===== src/rtl/muldiv_pkg.sv =====
// Shared types and constants for the mult/div sequencer: FSM state encoding,
// operation type and default rstatus codes reported on unit exceptions.
package muldiv_pkg;

    typedef enum logic [1:0] {
        IDLE  = 2'd0,
        START = 2'd1,
        WAIT  = 2'd2,
        DONE  = 2'd3
    } state_t;

    typedef enum logic {
        OP_MUL = 1'b0,
        OP_DIV = 1'b1
    } op_t;

    localparam int DEF_RSTATUS_MUL = 4;
    localparam int DEF_RSTATUS_DIV = 5;

endpackage


===== src/rtl/muldiv_sequencer_if.sv =====
// Decode, muldiv-unit and writeback signals of the sequencer, bundled in one
// interface; slave is the sequencer's view, master the surrounding pipeline's.
interface muldiv_sequencer_if #(
    parameter int WIDTH = 32,
    parameter int TAG_W = 5
);
    logic             op_valid;
    logic             op_is_mul;
    logic             op_is_div;
    logic [WIDTH-1:0] op_a;
    logic [WIDTH-1:0] op_b;
    logic [TAG_W-1:0] op_tag;
    logic             flush;
    logic             stall;
    logic             unit_ctrl_mult;
    logic             unit_ctrl_div;
    logic [WIDTH-1:0] unit_a;
    logic [WIDTH-1:0] unit_b;
    logic [WIDTH-1:0] unit_result;
    logic             unit_exception;
    logic             unit_ready;
    logic             wb_valid;
    logic [WIDTH-1:0] wb_data;
    logic [TAG_W-1:0] wb_tag;
    logic             wb_exception;
    logic [WIDTH-1:0] wb_rstatus;
    logic             wb_ack;

    modport slave (
        input  op_valid, op_is_mul, op_is_div, op_a, op_b, op_tag, flush,
        input  unit_result, unit_exception, unit_ready, wb_ack,
        output stall, unit_ctrl_mult, unit_ctrl_div, unit_a, unit_b,
        output wb_valid, wb_data, wb_tag, wb_exception, wb_rstatus
    );

    modport master (
        output op_valid, op_is_mul, op_is_div, op_a, op_b, op_tag, flush,
        output unit_result, unit_exception, unit_ready, wb_ack,
        input  stall, unit_ctrl_mult, unit_ctrl_div, unit_a, unit_b,
        input  wb_valid, wb_data, wb_tag, wb_exception, wb_rstatus
    );

endinterface


===== src/rtl/muldiv_timeout_counter.sv =====
// Up-counter bounding how long the sequencer waits for the muldiv unit;
// expired flags the enabled cycle that brings the count up to LIMIT.
module muldiv_timeout_counter #(
    parameter int CNT_W = 6,
    parameter int LIMIT = 40
) (
    input  logic clock,
    input  logic reset_n,
    input  logic clear,
    input  logic enable,
    output logic expired
);

    logic [CNT_W-1:0] count;

    always_ff @(posedge clock or negedge reset_n) begin
        if (!reset_n) begin
            count <= '0;
        end else if (clear) begin
            count <= '0;
        end else if (enable) begin
            count <= count + 1'b1;
        end
    end

    assign expired = enable && (count == CNT_W'(LIMIT - 1));

endmodule


===== src/rtl/muldiv_sequencer.sv =====
// Sequences the shared multi-cycle mult/div unit: accepts one op, issues a
// single start pulse, waits for ready or timeout, and holds the result for writeback.
module muldiv_sequencer
    import muldiv_pkg::*;
#(
    parameter int WIDTH       = 32,
    parameter int TAG_W       = 5,
    parameter int TIMEOUT     = 40,
    parameter int CNT_W       = 6,
    parameter int RSTATUS_MUL = DEF_RSTATUS_MUL,
    parameter int RSTATUS_DIV = DEF_RSTATUS_DIV
) (
    input logic               clock,
    input logic               reset_n,
    muldiv_sequencer_if.slave bus
);

    state_t           state, state_next;
    op_t              op_q;
    logic [WIDTH-1:0] a_q, b_q, wb_data_q, wb_rstatus_q, fault_rstatus;
    logic [TAG_W-1:0] tag_q, wb_tag_q;
    logic             wb_exception_q;
    logic             accept, timeout, wb_load, wb_clear;
    logic             stall, ctrl_mult, ctrl_div, wb_valid;

    assign accept        = bus.op_valid & (bus.op_is_mul | bus.op_is_div) & ~bus.flush;
    assign fault_rstatus = (op_q == OP_MUL) ? WIDTH'(RSTATUS_MUL) : WIDTH'(RSTATUS_DIV);

    muldiv_timeout_counter #(.CNT_W(CNT_W), .LIMIT(TIMEOUT)) u_timeout (
        .clock   (clock),
        .reset_n (reset_n),
        .clear   (state == START),
        .enable  (state == WAIT),
        .expired (timeout)
    );

    always_ff @(posedge clock or negedge reset_n) begin
        if (!reset_n) begin
            state <= IDLE;
        end else begin
            state <= state_next;
        end
    end

    // flush outranks ready and ack; ready outranks the timeout in the same cycle
    always_comb begin
        state_next = state;
        stall      = 1'b1;
        ctrl_mult  = 1'b0;
        ctrl_div   = 1'b0;
        wb_valid   = 1'b0;
        case (state)
            IDLE: begin
                stall = accept;
                if (accept) state_next = START;
            end
            START: begin
                ctrl_mult  = (op_q == OP_MUL);
                ctrl_div   = (op_q == OP_DIV);
                state_next = bus.flush ? IDLE : WAIT;
            end
            WAIT: begin
                if (bus.flush) begin
                    state_next = IDLE;
                end else if (bus.unit_ready || timeout) begin
                    state_next = DONE;
                end
            end
            DONE: begin
                wb_valid = 1'b1;
                if (bus.flush || bus.wb_ack) state_next = IDLE;
            end
            default: state_next = IDLE;
        endcase
    end

    always_ff @(posedge clock or negedge reset_n) begin
        if (!reset_n) begin
            a_q   <= '0;
            b_q   <= '0;
            tag_q <= '0;
            op_q  <= OP_MUL;
        end else if (state == IDLE && accept) begin
            a_q   <= bus.op_a;
            b_q   <= bus.op_b;
            tag_q <= bus.op_tag;
            op_q  <= bus.op_is_mul ? OP_MUL : OP_DIV;
        end
    end

    assign wb_load  = (state == WAIT) & ~bus.flush & (bus.unit_ready | timeout);
    assign wb_clear = bus.flush | ((state == DONE) & bus.wb_ack);

    // Writeback registers are zeroed whenever the op leaves DONE or is flushed
    always_ff @(posedge clock or negedge reset_n) begin
        if (!reset_n) begin
            wb_data_q      <= '0;
            wb_tag_q       <= '0;
            wb_exception_q <= 1'b0;
            wb_rstatus_q   <= '0;
        end else if (wb_clear) begin
            wb_data_q      <= '0;
            wb_tag_q       <= '0;
            wb_exception_q <= 1'b0;
            wb_rstatus_q   <= '0;
        end else if (wb_load) begin
            wb_tag_q <= tag_q;
            if (bus.unit_ready) begin
                wb_data_q      <= bus.unit_result;
                wb_exception_q <= bus.unit_exception;
                wb_rstatus_q   <= bus.unit_exception ? fault_rstatus : '0;
            end else begin
                wb_data_q      <= '0;
                wb_exception_q <= 1'b1;
                wb_rstatus_q   <= fault_rstatus;
            end
        end
    end

    assign bus.stall          = stall;
    assign bus.unit_ctrl_mult = ctrl_mult;
    assign bus.unit_ctrl_div  = ctrl_div;
    assign bus.unit_a         = a_q;
    assign bus.unit_b         = b_q;
    assign bus.wb_valid       = wb_valid;
    assign bus.wb_data        = wb_data_q;
    assign bus.wb_tag         = wb_tag_q;
    assign bus.wb_exception   = wb_exception_q;
    assign bus.wb_rstatus     = wb_rstatus_q;

endmodule


===== src/flat_wrapper.sv =====
// flat-port wrapper written by rule: the top's interface ports become plain ports
module muldiv_sequencer_flat import muldiv_pkg::*;
#(
    parameter int WIDTH       = 32,
    parameter int TAG_W       = 5,
    parameter int TIMEOUT     = 40,
    parameter int CNT_W       = 6,
    parameter int RSTATUS_MUL = DEF_RSTATUS_MUL,
    parameter int RSTATUS_DIV = DEF_RSTATUS_DIV
)
  (clock, reset_n, bus_op_valid, bus_op_is_mul, bus_op_is_div, bus_op_a, bus_op_b, bus_op_tag, bus_flush, bus_unit_result, bus_unit_exception, bus_unit_ready, bus_wb_ack, bus_stall, bus_unit_ctrl_mult, bus_unit_ctrl_div, bus_unit_a, bus_unit_b, bus_wb_valid, bus_wb_data, bus_wb_tag, bus_wb_exception, bus_wb_rstatus);
  muldiv_sequencer_if #(.WIDTH(WIDTH), .TAG_W(TAG_W)) bus_i ();
  input logic clock;
  input logic reset_n;
  input wire logic [$bits(bus_i.op_valid)-1:0] bus_op_valid;
  input wire logic [$bits(bus_i.op_is_mul)-1:0] bus_op_is_mul;
  input wire logic [$bits(bus_i.op_is_div)-1:0] bus_op_is_div;
  input wire logic [$bits(bus_i.op_a)-1:0] bus_op_a;
  input wire logic [$bits(bus_i.op_b)-1:0] bus_op_b;
  input wire logic [$bits(bus_i.op_tag)-1:0] bus_op_tag;
  input wire logic [$bits(bus_i.flush)-1:0] bus_flush;
  input wire logic [$bits(bus_i.unit_result)-1:0] bus_unit_result;
  input wire logic [$bits(bus_i.unit_exception)-1:0] bus_unit_exception;
  input wire logic [$bits(bus_i.unit_ready)-1:0] bus_unit_ready;
  input wire logic [$bits(bus_i.wb_ack)-1:0] bus_wb_ack;
  output wire logic [$bits(bus_i.stall)-1:0] bus_stall;
  output wire logic [$bits(bus_i.unit_ctrl_mult)-1:0] bus_unit_ctrl_mult;
  output wire logic [$bits(bus_i.unit_ctrl_div)-1:0] bus_unit_ctrl_div;
  output wire logic [$bits(bus_i.unit_a)-1:0] bus_unit_a;
  output wire logic [$bits(bus_i.unit_b)-1:0] bus_unit_b;
  output wire logic [$bits(bus_i.wb_valid)-1:0] bus_wb_valid;
  output wire logic [$bits(bus_i.wb_data)-1:0] bus_wb_data;
  output wire logic [$bits(bus_i.wb_tag)-1:0] bus_wb_tag;
  output wire logic [$bits(bus_i.wb_exception)-1:0] bus_wb_exception;
  output wire logic [$bits(bus_i.wb_rstatus)-1:0] bus_wb_rstatus;
  assign bus_i.op_valid = bus_op_valid;
  assign bus_i.op_is_mul = bus_op_is_mul;
  assign bus_i.op_is_div = bus_op_is_div;
  assign bus_i.op_a = bus_op_a;
  assign bus_i.op_b = bus_op_b;
  assign bus_i.op_tag = bus_op_tag;
  assign bus_i.flush = bus_flush;
  assign bus_i.unit_result = bus_unit_result;
  assign bus_i.unit_exception = bus_unit_exception;
  assign bus_i.unit_ready = bus_unit_ready;
  assign bus_i.wb_ack = bus_wb_ack;
  assign bus_stall = bus_i.stall;
  assign bus_unit_ctrl_mult = bus_i.unit_ctrl_mult;
  assign bus_unit_ctrl_div = bus_i.unit_ctrl_div;
  assign bus_unit_a = bus_i.unit_a;
  assign bus_unit_b = bus_i.unit_b;
  assign bus_wb_valid = bus_i.wb_valid;
  assign bus_wb_data = bus_i.wb_data;
  assign bus_wb_tag = bus_i.wb_tag;
  assign bus_wb_exception = bus_i.wb_exception;
  assign bus_wb_rstatus = bus_i.wb_rstatus;
  muldiv_sequencer #(.WIDTH(WIDTH), .TAG_W(TAG_W), .TIMEOUT(TIMEOUT), .CNT_W(CNT_W), .RSTATUS_MUL(RSTATUS_MUL), .RSTATUS_DIV(RSTATUS_DIV)) u_core (.clock(clock), .reset_n(reset_n), .bus(bus_i));
endmodule

===== config.mk =====
export PLATFORM = sky130hd
export DESIGN_NAME = muldiv_sequencer_flat
export DESIGN_NICKNAME = d
export VERILOG_FILES = /design/src/rtl/muldiv_pkg.sv /design/src/rtl/muldiv_sequencer_if.sv /design/src/rtl/muldiv_timeout_counter.sv /design/src/rtl/muldiv_sequencer.sv /design/src/flat_wrapper.sv
export SDC_FILE = /design/constraint.sdc
export NUM_CORES = 1
export LEC_CHECK = 0
export ABC_AREA = 0
export BUFFER_PORTS_ARGS = -buffer_cell sky130_fd_sc_hd__buf_2
export CELL_PAD_IN_SITES_DETAIL_PLACEMENT = 0
export CELL_PAD_IN_SITES_GLOBAL_PLACEMENT = 2
export CORE_ASPECT_RATIO = 1.75
export CORE_MARGIN = 2
export CORE_UTILIZATION = 28
export DETAILED_ROUTE_END_ITERATION = 10
export MAX_ROUTING_LAYER = met4
export PLACE_DENSITY_LB_ADDON = 0.15
export SYNTH_ARGS = -nofsm -noshare
export SYNTH_HDL_FRONTEND = slang
export SYNTH_SLANG_ARGS = --single-unit
export TNS_END_PERCENT = 10

===== constraint.sdc =====
create_clock -name clock -period 2.25 [get_ports clock]
set_input_delay 0.225 -clock clock [delete_from_list [all_inputs] [get_ports clock]]
set_output_delay 0.225 -clock clock [all_outputs]
set_load 0.005 [all_outputs]

==> results.md <==
* Outcome: finished, final reports clean
* Routability Congestion at 0.739
* DRT Wirelength at 13500 um
* # IOs at 248
* Post-CTS resize count at 0
* Main combinational cell family by area after synthesis: multiplexers
* Most common library cell in the layout ignoring fill and taps: buf_2
* CTS root buf: clkbuf_16
* Largest net degree at the start of global routing at 73
* Gate power share at around 26%
* Most frequent cells in the layout: 216 x buf_2, 117 x dfrtp_1, 68 x mux2_1, 33 x a22o_1, 30 x conb_1
* Highest clock rate at between 500 and 600 MHz
* Worst-skew pair later-pin latency at roughly 0.40 ns
* Inserted Diodes at 0
* Global route total overflow at 0
* # rows at 63
* All-Layer GR Usage at ~15%
* CP required at roughly 2.5 ns
* EDFF count, synth at 0
* Area delta synth->final at 39.5%
* YS warnings at 0
* Post-Synth Adder-Cell Area at between 1.5 and 2%
* Setup violators final at 0
* Seq/Total Area, Yosys at 60.3%
* Sw Share at 28.8%
* I/O Buffers at 217
* Via count at 3535
* CTS sink cnt at 117
* Slew HR at 58.9%
* Die W at 104 um
* DRC at 0
* Antenna-violating nets left at 0
* Sum Neg Setup Slack at 0 ns
* Mux contribution to synthesized area at 16.2%
* Synthesized area per cell at ~14 um^2
* Clock power share at between 30% and 40%
* Reg clk slew, reported paths at about 0.060 ns
* Worst Setup Path Type: reg2reg
* Clock buffer depth at 2
* TritonCTS Buffers at 17
* Leakage Power at around 3.5 nW
* Share of power burned in registers at between 40% and 50%
* Peak supply drop at 503 uV
* Die area at roughly 18000 um^2
* DRT Pass-1 Iters at 4
* Postcts setup bufs at 0
* First-pass GRT wire length at ~20000 um
* Async set-reset flop share out of synthesis at between 90% and 100%
* Initial antenna violation count at 0
* Simple-gate share of the synthesized area at 3.35%
* Vias in the first global route at 3644
* Dpl cells at 780
* Post-Synth XOR/XNOR Area at 0.361%
* CTS tree: done
* Internal cell power at 5.66 mW
* Final HPWL DP at 10200 um
* CP endpoint kind: flop
* Final net count at just under 700
* DR WL/cell at roughly 17 um
* Starting Density at between 20% and 30%
* Hold Vio Cnt, Final at 0
* Clock Skew at approximately 0.013 ns
* Net Switching at 2.29 mW
* HP Class: in2reg
* Fin crit share at approximately 84%
* Synth Area in Compound Gates at 10.8%
* Pwr Density at 1170 nW/um^2
* Clock H-tree levels at 4
* Die Height at 178 um
* 1st-iter DRT viols at 97
* Mapped cell area at 4850 um^2
* Core area at 16900 um^2
* Max Slew Vio Count at 0
* Worst Path Max Fanout at 30
* Drt via density at 4.33
* Share of cells above drive strength 1 at 44.3%
* Syn Inst Count at 347
* Worst endpoint data arrival time at 2.17 ns
* Count of different cell masters after synthesis at 40
* Crit path launch type: flop
* Seq cells post-synth at 117
* Final cell count without fillers at 816
* Tmin final at 1.89 ns
* RSZ-0062 raised after global routing: false
* Main synth FF type: dfrtp_1
* Worst Max-Slew Pin Slew at 0.616 ns
* Maxcap violations at 0
## registers in the layout, summed over array words and instances, names as in the netlist
signal,count
u_core.u_timeout.count,6
u_core.bus.wb_data,32
u_core.bus.unit_a,32
u_core.tag_q,5
u_core.state,2
u_core.bus.unit_b,32
u_core.op_q,1
u_core.bus.wb_rstatus,2
u_core.bus.wb_tag,5
## routing by layer
metal / wire length, um / vias to the layer above / GRT usage [%]
met4: 330 / 0 / 6.70
met3: 461 / 18 / 2.78
met1: 4760 / 1761 / 15.1
met5: 0 / - / -
li1: - / 1633 / -
met2: 7940 / 123 / 28.2
## what timing repair did
item                                    4_1_cts  5_1_grt
endpoints found under the setup margin        0        0
hold buffers                                  4        0
hold endpoints to repair                    120        0
## worst max-delay path: stages (launching register included)
cell and delay (ns):
dfrtp_1 0.41, inv_1 0.13, ha_1 0.23, o2111ai_4 0.35, buf_12 0.31, mux2_1 0.33
## logic make-up (layout without fill, tap and decap cells)
logic type	after synthesis	in the layout
adders and majority gates	6	6
AOI/OAI and AO/OA	67	67
buffers and inverters	54	267
xor gates and xnor gates	2	2
and+or+nand+nor	30	30
muxes	70	70
other	1	30
DFF	117	117
## layout make-up
class	instances	area, um^2
tap	227	284
clock buffer	20	447
multi-input combinational	205	1690
fill	1700	10200
clock inverter	12	154
inverter	7	26.3
sequential	117	2930
timing repair buffer	228	1240
## final timing paths
kind / depth (start not counted) / endpoint / startpoint / slack, ns
max in group asynchronous: 3 / u_core.bus.unit_b[30] / reset_n / 1.33
min in group asynchronous: 2 / u_core.bus.unit_a[10] / reset_n / 0.15
max: 5 / u_core.tag_q[2] / u_core.state[1] / 0.36
min: 2 / u_core.bus.unit_a[5] / bus_op_a[5] / 0.03
min reg2reg: 1 / u_core.bus.unit_a[22] / u_core.bus.unit_a[22] / 0.48
max reg2reg: 5 / u_core.tag_q[2] / u_core.state[1] / 0.36
## power groups by stage
stage	Sequential, mW	Combinational (mW)	Clock, mW
after floorplan	3.27	0.917	0
final	3.19	2.03	2.74
after global placement	3.21	2.04	0
after global routing	3.29	2.25	2.93
after detailed placement	3.24	2.09	0
after CTS	3.20	2.10	2.83
## synth_stat cells, drive strengths merged (4+ instances only)
cell type	count	share of area [%]
a21oi	6	0.70
o21ai	13	1.3
nand2	5	0.39
a22o	33	6.0
nand2b	4	0.52
nand3	7	0.72
inv	7	0.54
mux2	69	16
a21boi	6	1.2
buf	45	6.6
ha	6	1.5
nor2	5	0.39
dfrtp	117	60
## per-stage QoR
stage                     instance area, um^2  worst slack (ns)  total power [mW]  util [%]  hold WS, ns
after floorplan                          4960             0.649              4.18         -      -0.0706
after global placement                   6130             0.397              5.25      36.2       0.0283
after detailed placement                 6130             0.302              5.33      36.2       0.0314
after CTS                                6770             0.295              8.14      40.0     0.000969
after global routing                     6770             0.203              8.47      40.0       0.0128
final                                    6770             0.357              7.96      40.0       0.0282
(Power assumes the default switching activity.)
